**config.mk**
```make
export PLATFORM = sky130hd
export DESIGN_NAME = ascii2dec
export DESIGN_NICKNAME = d
export VERILOG_FILES = /design/src/rtl/ascii2dec.sv
export SDC_FILE = /design/constraint.sdc
export NUM_CORES = 1
export LEC_CHECK = 0
export BUFFER_PORTS_ARGS = -buffer_cell sky130_fd_sc_hd__buf_4
export CAP_MARGIN = 30
export CORE_UTILIZATION = 40
export CTS_CLUSTER_SIZE = 14
export DETAILED_ROUTE_END_ITERATION = 12
export MAX_ROUTING_LAYER = met4
export PLACE_DENSITY_LB_ADDON = 0.15
export SETUP_SLACK_MARGIN = 0.3
export SLEW_MARGIN = 15
export SYNTH_ARGS = -nofsm -noshare
export SYNTH_HDL_FRONTEND = slang
export SYNTH_SLANG_ARGS = --single-unit
```
**constraint.sdc**
```tcl
create_clock -name clk -period 2.7 [get_ports clk]
set_input_delay 0.135 -clock clk [delete_from_list [all_inputs] [get_ports clk]]
set_output_delay 0.135 -clock clk [all_outputs]
set_load 0.05 [all_outputs]
```
**src/rtl/ascii2dec.sv**
```systemverilog
// ascii2dec: collects ASCII digits and spaces into three-digit frames and emits each
// frame as a fixed read-strobe burst. A clear byte raises a stretched clean pulse.
module ascii2dec #(
   parameter logic [7:0]  TERM         = 8'h0D,
   parameter logic [7:0]  CLR          = 8'h1B,
   parameter logic [3:0]  BLANK        = 4'hF,
   parameter int unsigned CLEAN_CYCLES = 16
) (
   input  logic       clk,
   input  logic       rst,
   input  logic [7:0] iDATA,
   input  logic       iVALID,
   output logic       oBUSY,
   output logic       oRD,
   output logic [3:0] oDEC,
   output logic       oCLEAN,
   output logic       oERR,
   output logic       oDROP
);

   typedef enum logic {COLLECT, EMIT} state_t;

   state_t     state, state_nxt;
   logic [1:0] cnt, cnt_nxt;
   logic [1:0] e, e_nxt;
   logic [3:0] d     [3];
   logic [3:0] d_nxt [3];
   logic [7:0] clean_cnt;
   logic       clean_load;
   logic       err_nxt, drop_nxt, busy_nxt, rd_nxt;
   logic [3:0] dec_nxt;
   logic       is_digit, is_space;

   assign is_digit = (iDATA >= 8'h30) && (iDATA <= 8'h39);
   assign is_space = (iDATA == 8'h20);

   always_comb begin
      state_nxt  = state;
      cnt_nxt    = cnt;
      e_nxt      = e;
      err_nxt    = 1'b0;
      drop_nxt   = 1'b0;
      clean_load = 1'b0;
      for (int i = 0; i < 3; i++) d_nxt[i] = d[i];

      case (state)
         COLLECT: begin
            if (iVALID) begin
               if (is_digit || is_space) begin
                  for (int i = 0; i < 3; i++)
                     if (cnt == 2'(i)) d_nxt[i] = is_digit ? iDATA[3:0] : BLANK;
                  if (cnt == 2'd2) begin
                     state_nxt = EMIT;
                     e_nxt     = 2'd0;
                     cnt_nxt   = 2'd0;
                  end else begin
                     cnt_nxt = cnt + 2'd1;
                  end
               end else if (iDATA == TERM) begin
                  if (cnt != 2'd0) begin
                     for (int i = 0; i < 3; i++)
                        if (2'(i) >= cnt) d_nxt[i] = BLANK;
                     state_nxt = EMIT;
                     e_nxt     = 2'd0;
                     cnt_nxt   = 2'd0;
                  end
               end else if (iDATA == CLR) begin
                  cnt_nxt    = 2'd0;
                  clean_load = 1'b1;
                  for (int i = 0; i < 3; i++) d_nxt[i] = BLANK;
               end else begin
                  err_nxt = 1'b1;
               end
            end
         end

         EMIT: begin
            // A clear aborts the burst outright; anything else is dropped while e advances.
            if (iVALID && (iDATA == CLR)) begin
               state_nxt  = COLLECT;
               cnt_nxt    = 2'd0;
               e_nxt      = 2'd0;
               clean_load = 1'b1;
               for (int i = 0; i < 3; i++) d_nxt[i] = BLANK;
            end else begin
               drop_nxt = iVALID;
               if (e == 2'd3) begin
                  state_nxt = COLLECT;
                  e_nxt     = 2'd0;
               end else begin
                  e_nxt = e + 2'd1;
               end
            end
         end

         default: state_nxt = COLLECT;
      endcase

      busy_nxt = (state_nxt == EMIT);
      rd_nxt   = (state_nxt == EMIT) && (e_nxt != 2'd3);
      dec_nxt  = BLANK;
      if (state_nxt == EMIT) begin
         case (e_nxt)
            2'd0:    dec_nxt = BLANK;
            2'd1:    dec_nxt = d_nxt[0];
            2'd2:    dec_nxt = d_nxt[1];
            default: dec_nxt = d_nxt[2];
         endcase
      end
   end

   always_ff @(posedge clk or negedge rst) begin
      if (!rst) begin
         state <= COLLECT;
         cnt   <= 2'd0;
         e     <= 2'd0;
         for (int i = 0; i < 3; i++) d[i] <= BLANK;
         oBUSY <= 1'b0;
         oRD   <= 1'b0;
         oDEC  <= BLANK;
         oERR  <= 1'b0;
         oDROP <= 1'b0;
      end else begin
         state <= state_nxt;
         cnt   <= cnt_nxt;
         e     <= e_nxt;
         for (int i = 0; i < 3; i++) d[i] <= d_nxt[i];
         oBUSY <= busy_nxt;
         oRD   <= rd_nxt;
         oDEC  <= dec_nxt;
         oERR  <= err_nxt;
         oDROP <= drop_nxt;
      end
   end

   // clean_cnt holds the high cycles still owed after the current one.
   always_ff @(posedge clk or negedge rst) begin
      if (!rst) begin
         clean_cnt <= 8'd0;
         oCLEAN    <= 1'b0;
      end else if (clean_load) begin
         clean_cnt <= 8'(CLEAN_CYCLES - 1);
         oCLEAN    <= 1'b1;
      end else if (oCLEAN) begin
         if (clean_cnt == 8'd0) oCLEAN <= 1'b0;
         else                   clean_cnt <= clean_cnt - 8'd1;
      end
   end

endmodule
```
# Word level (Yosys, flattened, before mapping)
# Index checks and enable logic that the tools add are counted.
[word_totals] regBits=33 input_bits=11 output_inout_bits=9 word_cells=105
[classes] add_sub_neg=3 n_lt_le_gt_ge=5 eq_ne=14 muxes=59 bitwise=1 n_reduce_logical=11
[ops] operator="12-bit 2-to-1 mux" n=6
[ops] operator="4-bit 2-to-1 mux" n=8
[ops] operator="2-bit 2-to-1 mux" n=14
[ops] operator="8-bit 2-to-1 mux" n=3
[ops] operator="12-bit case mux with 2 select lines" n=1
[ops] operator="1-bit 2-to-1 mux" n=22
[ops] operator="4-bit case mux with 3 select lines" n=1
[ops] operator="8-bit by 4-bit equality test with 1-bit output (second input constant)" n=1
[ops] operator="8-bit by 5-bit equality test with 1-bit output (second input constant)" n=1
[ops] operator="8-bit by 6-bit equality test with 1-bit output (second input constant)" n=1
[ops] operator="8-bit by 6-bit >= comparator with 1-bit output (second input constant)" n=1
[ops] operator="8-bit by 6-bit <= comparator with 1-bit output (second input constant)" n=1
[ops] operator="8-bit zero test" n=1
[ops] operator="4-bit != test (second input constant)" n=2
[ops] operator="2-bit case mux with 2 select lines" n=2
[ops] operator="8-bit by 1-bit subtractor with 8-bit output (second input constant)" n=1
[ops] operator="2-bit equality test (second input constant)" n=3
[ops] operator="2-bit != test (second input constant)" n=3
[ops] operator="2-bit by 1-bit adder with 2-bit output (second input constant)" n=2
[ops] operator="2-bit by 1-bit equality test with 1-bit output (second input constant)" n=2
[ops] operator="1-bit by 2-bit >= comparator with 1-bit output (first input constant)" n=2
[ops] operator="2-bit zero test" n=2
[ops] operator="1-bit case mux with 2 select lines" n=2
[ops] operator="4-bit AND reduction" n=1
[ops] operator="7 further kinds" n=10

# Logic depth before layout (Yosys ltp)
[logic_depth] depth_word=9 depth_mapped=9 depth_no_buf=8

# Worst setup path after synthesis
# OpenSTA, ideal clock, no wires.
[synth_path] path_kind="flip-flop to flip-flop" startpoint="reg state" endpoint="reg oDEC[0]" setup_time_ns=0.095 arrival_ns=1.935 required_time_ns=2.605 path_slack_ns=0.670 stages_incl_launch_ff=6 path_buffers=1 synth_period_minus_slack_ns=2.030 path_cell_list="dfrtp_1 > clkbuf_1 > nor2_1 > a311o_1 > a2111oi_2 > o31ai_1"
[synth_via] elab_chain_cells=5 word_cells_on_any_way=9 cone_classes="eq/ne: 2; mux: 5; bitwise: 1; reduce/logical: 1"
[synth_rtl] element="start, declared" line_no="23" source="state_t state, state_nxt;"
[synth_rtl] element="start signal, assigned" line_no="124" source="state <= state_nxt;"
[synth_rtl] element="1-bit inverter"
[synth_rtl] element="2-bit case mux with 2 select lines" line_no="46" source="case (state)"
[synth_rtl] element="2-bit equality test, or another cell as far along" line_no="103" source="case (e_nxt)"
[synth_rtl] element="4-bit case mux with 3 select lines" line_no="103"
[synth_rtl] element="4-bit 2-to-1 mux *" line_no="102" source="if (state_nxt == EMIT) begin"
[synth_rtl] element="via dec_nxt[0]" line_no="31" source="logic [3:0] dec_nxt;"
[synth_rtl] element="end signal, assigned" line_no="130" source="oDEC <= dec_nxt;"
[synth_rtl] element="end, declared" line_no="15" source="output logic [3:0] oDEC,"
# The timed path passes the listed nets; every way through them passes the cells marked *.
# A chain may end at the register's enable or synchronous reset.

# Final worst setup path
# Ends and elaborated chain as after synthesis.

==> results.json <==
{
  "yosys_warnings": 0,
  "tns_ns": 0,
  "dp_hpwl_mm": 3.347,
  "path_clk_slew_ns": 0.07,
  "grt_pass1_vias": 1539,
  "synth.cells.most_frequent": "18 x nand2_1, 17 x dfrtp_1, 17 x nor2_1, 16 x dfstp_2",
  "ios": 20,
  "gp_congestion": 0.7558,
  "cts-htree-levels": 2,
  "path_cells": "inv_1 -> nand2_1 -> nor3_1 -> a311o_1 -> a2111oi_2 -> o31ai_1",
  "synth_most_common_cell": "nand2_1",
  "ys_types": 63,
  "drive_gt1_share_pct": 26.43,
  "utilization_pct": 47.71,
  "die_y_um": 73.38,
  "grt_pass1_wl_mm": 7.576,
  "wire_per_inst_um": 15.43,
  "crit_path_start_kind": "flip-flop",
  "fmax_ghz": 0.4445,
  "core_mm2": 0.004817,
  "p_sw_mw": 0.7974,
  "io_buffers": 19,
  "dieArea_mm2": 0.005385,
  "min_period_over_period_pct": 83.33,
  "p_leak_nw": 0.9628,
  "max_stage_delay_ns": 0.66,
  "ctsResizeCount": 0,
  "timing.hold.ws_ns": 0.2502,
  "nFillCells": 485,
  "final_cells": 294,
  "syn_area_per_cell_um2": 9.799,
  "ys_seq_elements": 33,
  "dp_cells": 285,
  "synth_compound_area_share_pct": 21.85,
  "drt_wl_total_mm": 4.537,
  "finalHoldViolations": 0,
  "pwr-share-clk_pct": 17.2,
  "ant_nets": 0,
  "async_flop_share_pct": 100.0,
  "vias_per_cell": 5.456,
  "peakVddDrop_mv": 0.5160,
  "syn_nets": 222,
  "setup_viol": 0,
  "path_max_fanout": 13,
  "syn_inst": 208,
  "yosys.area.top_type_share_pct": 20.87,
  "rsz0062_at_grt": "no",
  "clk-insertion-delay-late_ns": 0.28,
  "skew_ns": 0.004104,
  "synth_edf_count": 0,
  "overflow": 0,
  "end_kind": "flip-flop",
  "yosys.area_share.xor_xnor_pct": 3.008,
  "maxSlewViolCount": 0,
  "pwr-share-seq_pct": 42.1,
  "cts_setup_buffers": 0,
  "fin_nets": 240,
  "yosys_most_used_dff": "dfrtp_1",
  "hold_depth": 3,
  "cp_num_cells": 6,
  "n_antenna_cell": 0,
  "num_rows": 25,
  "synth-simple-area-share_pct": 27.19,
  "netlist_area_mm2": 0.002038,
  "synth_fa_ha_area_share_pct": 1.842,
  "critPathKind": "reg -> reg",
  "synth_top_family_by_area": "simple AND/OR/NAND/NOR gates",
  "routed-via-count": 1604,
  "p_per_area_mw_per_mm2": 888.4,
  "area.growth.synth_to_final_pct": 12.77,
  "cp.arrival_ns": 2.43,
  "yosysSeqAreaShare_pct": 41.50,
  "path_buf_inv": 1,
  "yosysTopAreaCell": "dfrtp_1",
  "min_path_type": "in -> reg",
  "worstMarginPinSlew_ns": 0.5256,
  "drv_cap": 0,
  "p_int_mw": 1.245,
  "cts_root_buf": "clkbuf_8",
  "grt_max_degree": 34,
  "reg2reg_depth": 6,
  "hold_buffers": 1,
  "start_util_pct": 42.31,
  "cp_data_required_time_ns": 2.88,
  "hold_path.startpoint": "iVALID",
  "finalPower_mw": 2.042,
  "r2r-start": "state",
  "drt_iter0_markers": 132,
  "drt_pass1_iterations": 4,
  "status": "finished, final reports clean",
  "slowest_stage": "dfrtp_1",
  "synthMuxAreaShare_pct": 0,
  "worstSetupStartpoint": "state",
  "antenna_found_initial": 0,
  "clk_path_buf_depth": 2,
  "fin_crit_ns": 2.250,
  "drc": 0,
  "cts_tree": "done",
  "max-slew-margin-rel_pct": 64.58,
  "netlist_top_cells_area": "dfrtp_1 21%, dfstp_2 21%, nand2_1 3.3%",
  "critPathTopFamily": "compound AO/OA/AOI/OAI gates",
  "grt_usage_pct": 19.51,
  "numCtsBuffers": 5,
  "clock_sinks": 33,
  "p_comb_share_pct": 40.7,
  "switching_share_pct": 39.05,
  "fp.dieW_um": 73.38
}
-- logic make-up (layout without fill, tap and decap cells) --
family	after synthesis	after routing
fa+ha+maj	3	3
buf+inv	19	38
flops	33	33
simple gates	91	91
compound gates	55	55
xor+xnor	7	7
-- area by class of cell --
class,count,area (µm²),share of cell area [%]
inverters,10,37.54,1.633
multi-input cells,156,1099,47.80
flip-flops and latches,33,845.8,36.80
repair buffers,20,152.6,6.641
well taps,67,83.83,3.647
clock buffers,8,80.08,3.484
-- final timing paths --
path | to | slack, ns
max in group asynchronous | oDEC[2] | 2.02
setup reg to reg | oDEC[0] | 0.45
hold / removal | d[11] | 0.25
setup / recovery | oDEC[0] | 0.45
hold reg to reg | d[11] | 0.53
min in group asynchronous | oERR | 0.34
-- power groups by stage --
stage                     Sequential, mW  Clock [mW]  Combinational (mW)
after detailed placement           0.870           0               0.831
after global routing               0.885       0.385               0.926
after floorplan                    0.900           0               0.612
after global placement             0.864           0               0.835
final                              0.860       0.351               0.831
after CTS                          0.862       0.362               0.837
-- worst min-delay path, delay by kind of cell --
| family | cells | cell delay (ns) |
|---|---|---|
| AO/OA/AOI/OAI | 2 | 0.21 |
| buffers and inverters | 1 | 0.17 |
-- registers in the layout, summed over array words and instances, names as in the netlist, 2 cells and up --
signal     flops
d             12
clean_cnt      8
oDEC           4
cnt            2
e              2
-- through the flow --
stage               instance area, µm²  setup slack [ns]
finish                            2298            0.4501
floorplan                         2038            0.6702
global placement                  2208            0.4700
detailed placement                2208            0.5096
global route                      2298            0.3073
CTS                               2298            0.4788
-- per-layer routing --
metal	global-route usage, %	up-vias	share of wire [%]
li1	-	799	-
met1	26.71	769	50
met2	29.73	29	46
met3	3.704	7	3.5
met4	5.128	0	0.97
met5	-	-	0
-- layout by cell type (no fill, tap or decap), types with 3 or more instances in the layout --
master	instances
buf_4	19
nand2_1	18
nor2_1	17
dfrtp_1	17
dfstp_2	16
a21oi_1	11
nor3_1	11
o21ai_0	10
inv_1	8
xnor2_1	5
clkbuf_8	5
nor4_1	4
or3_1	4
o32a_1	4
o31ai_1	4
nor2b_1	3
nand3_1	3
ha_1	3
clkbuf_1	3
Note: power is estimated with default switching activity, not from simulation.
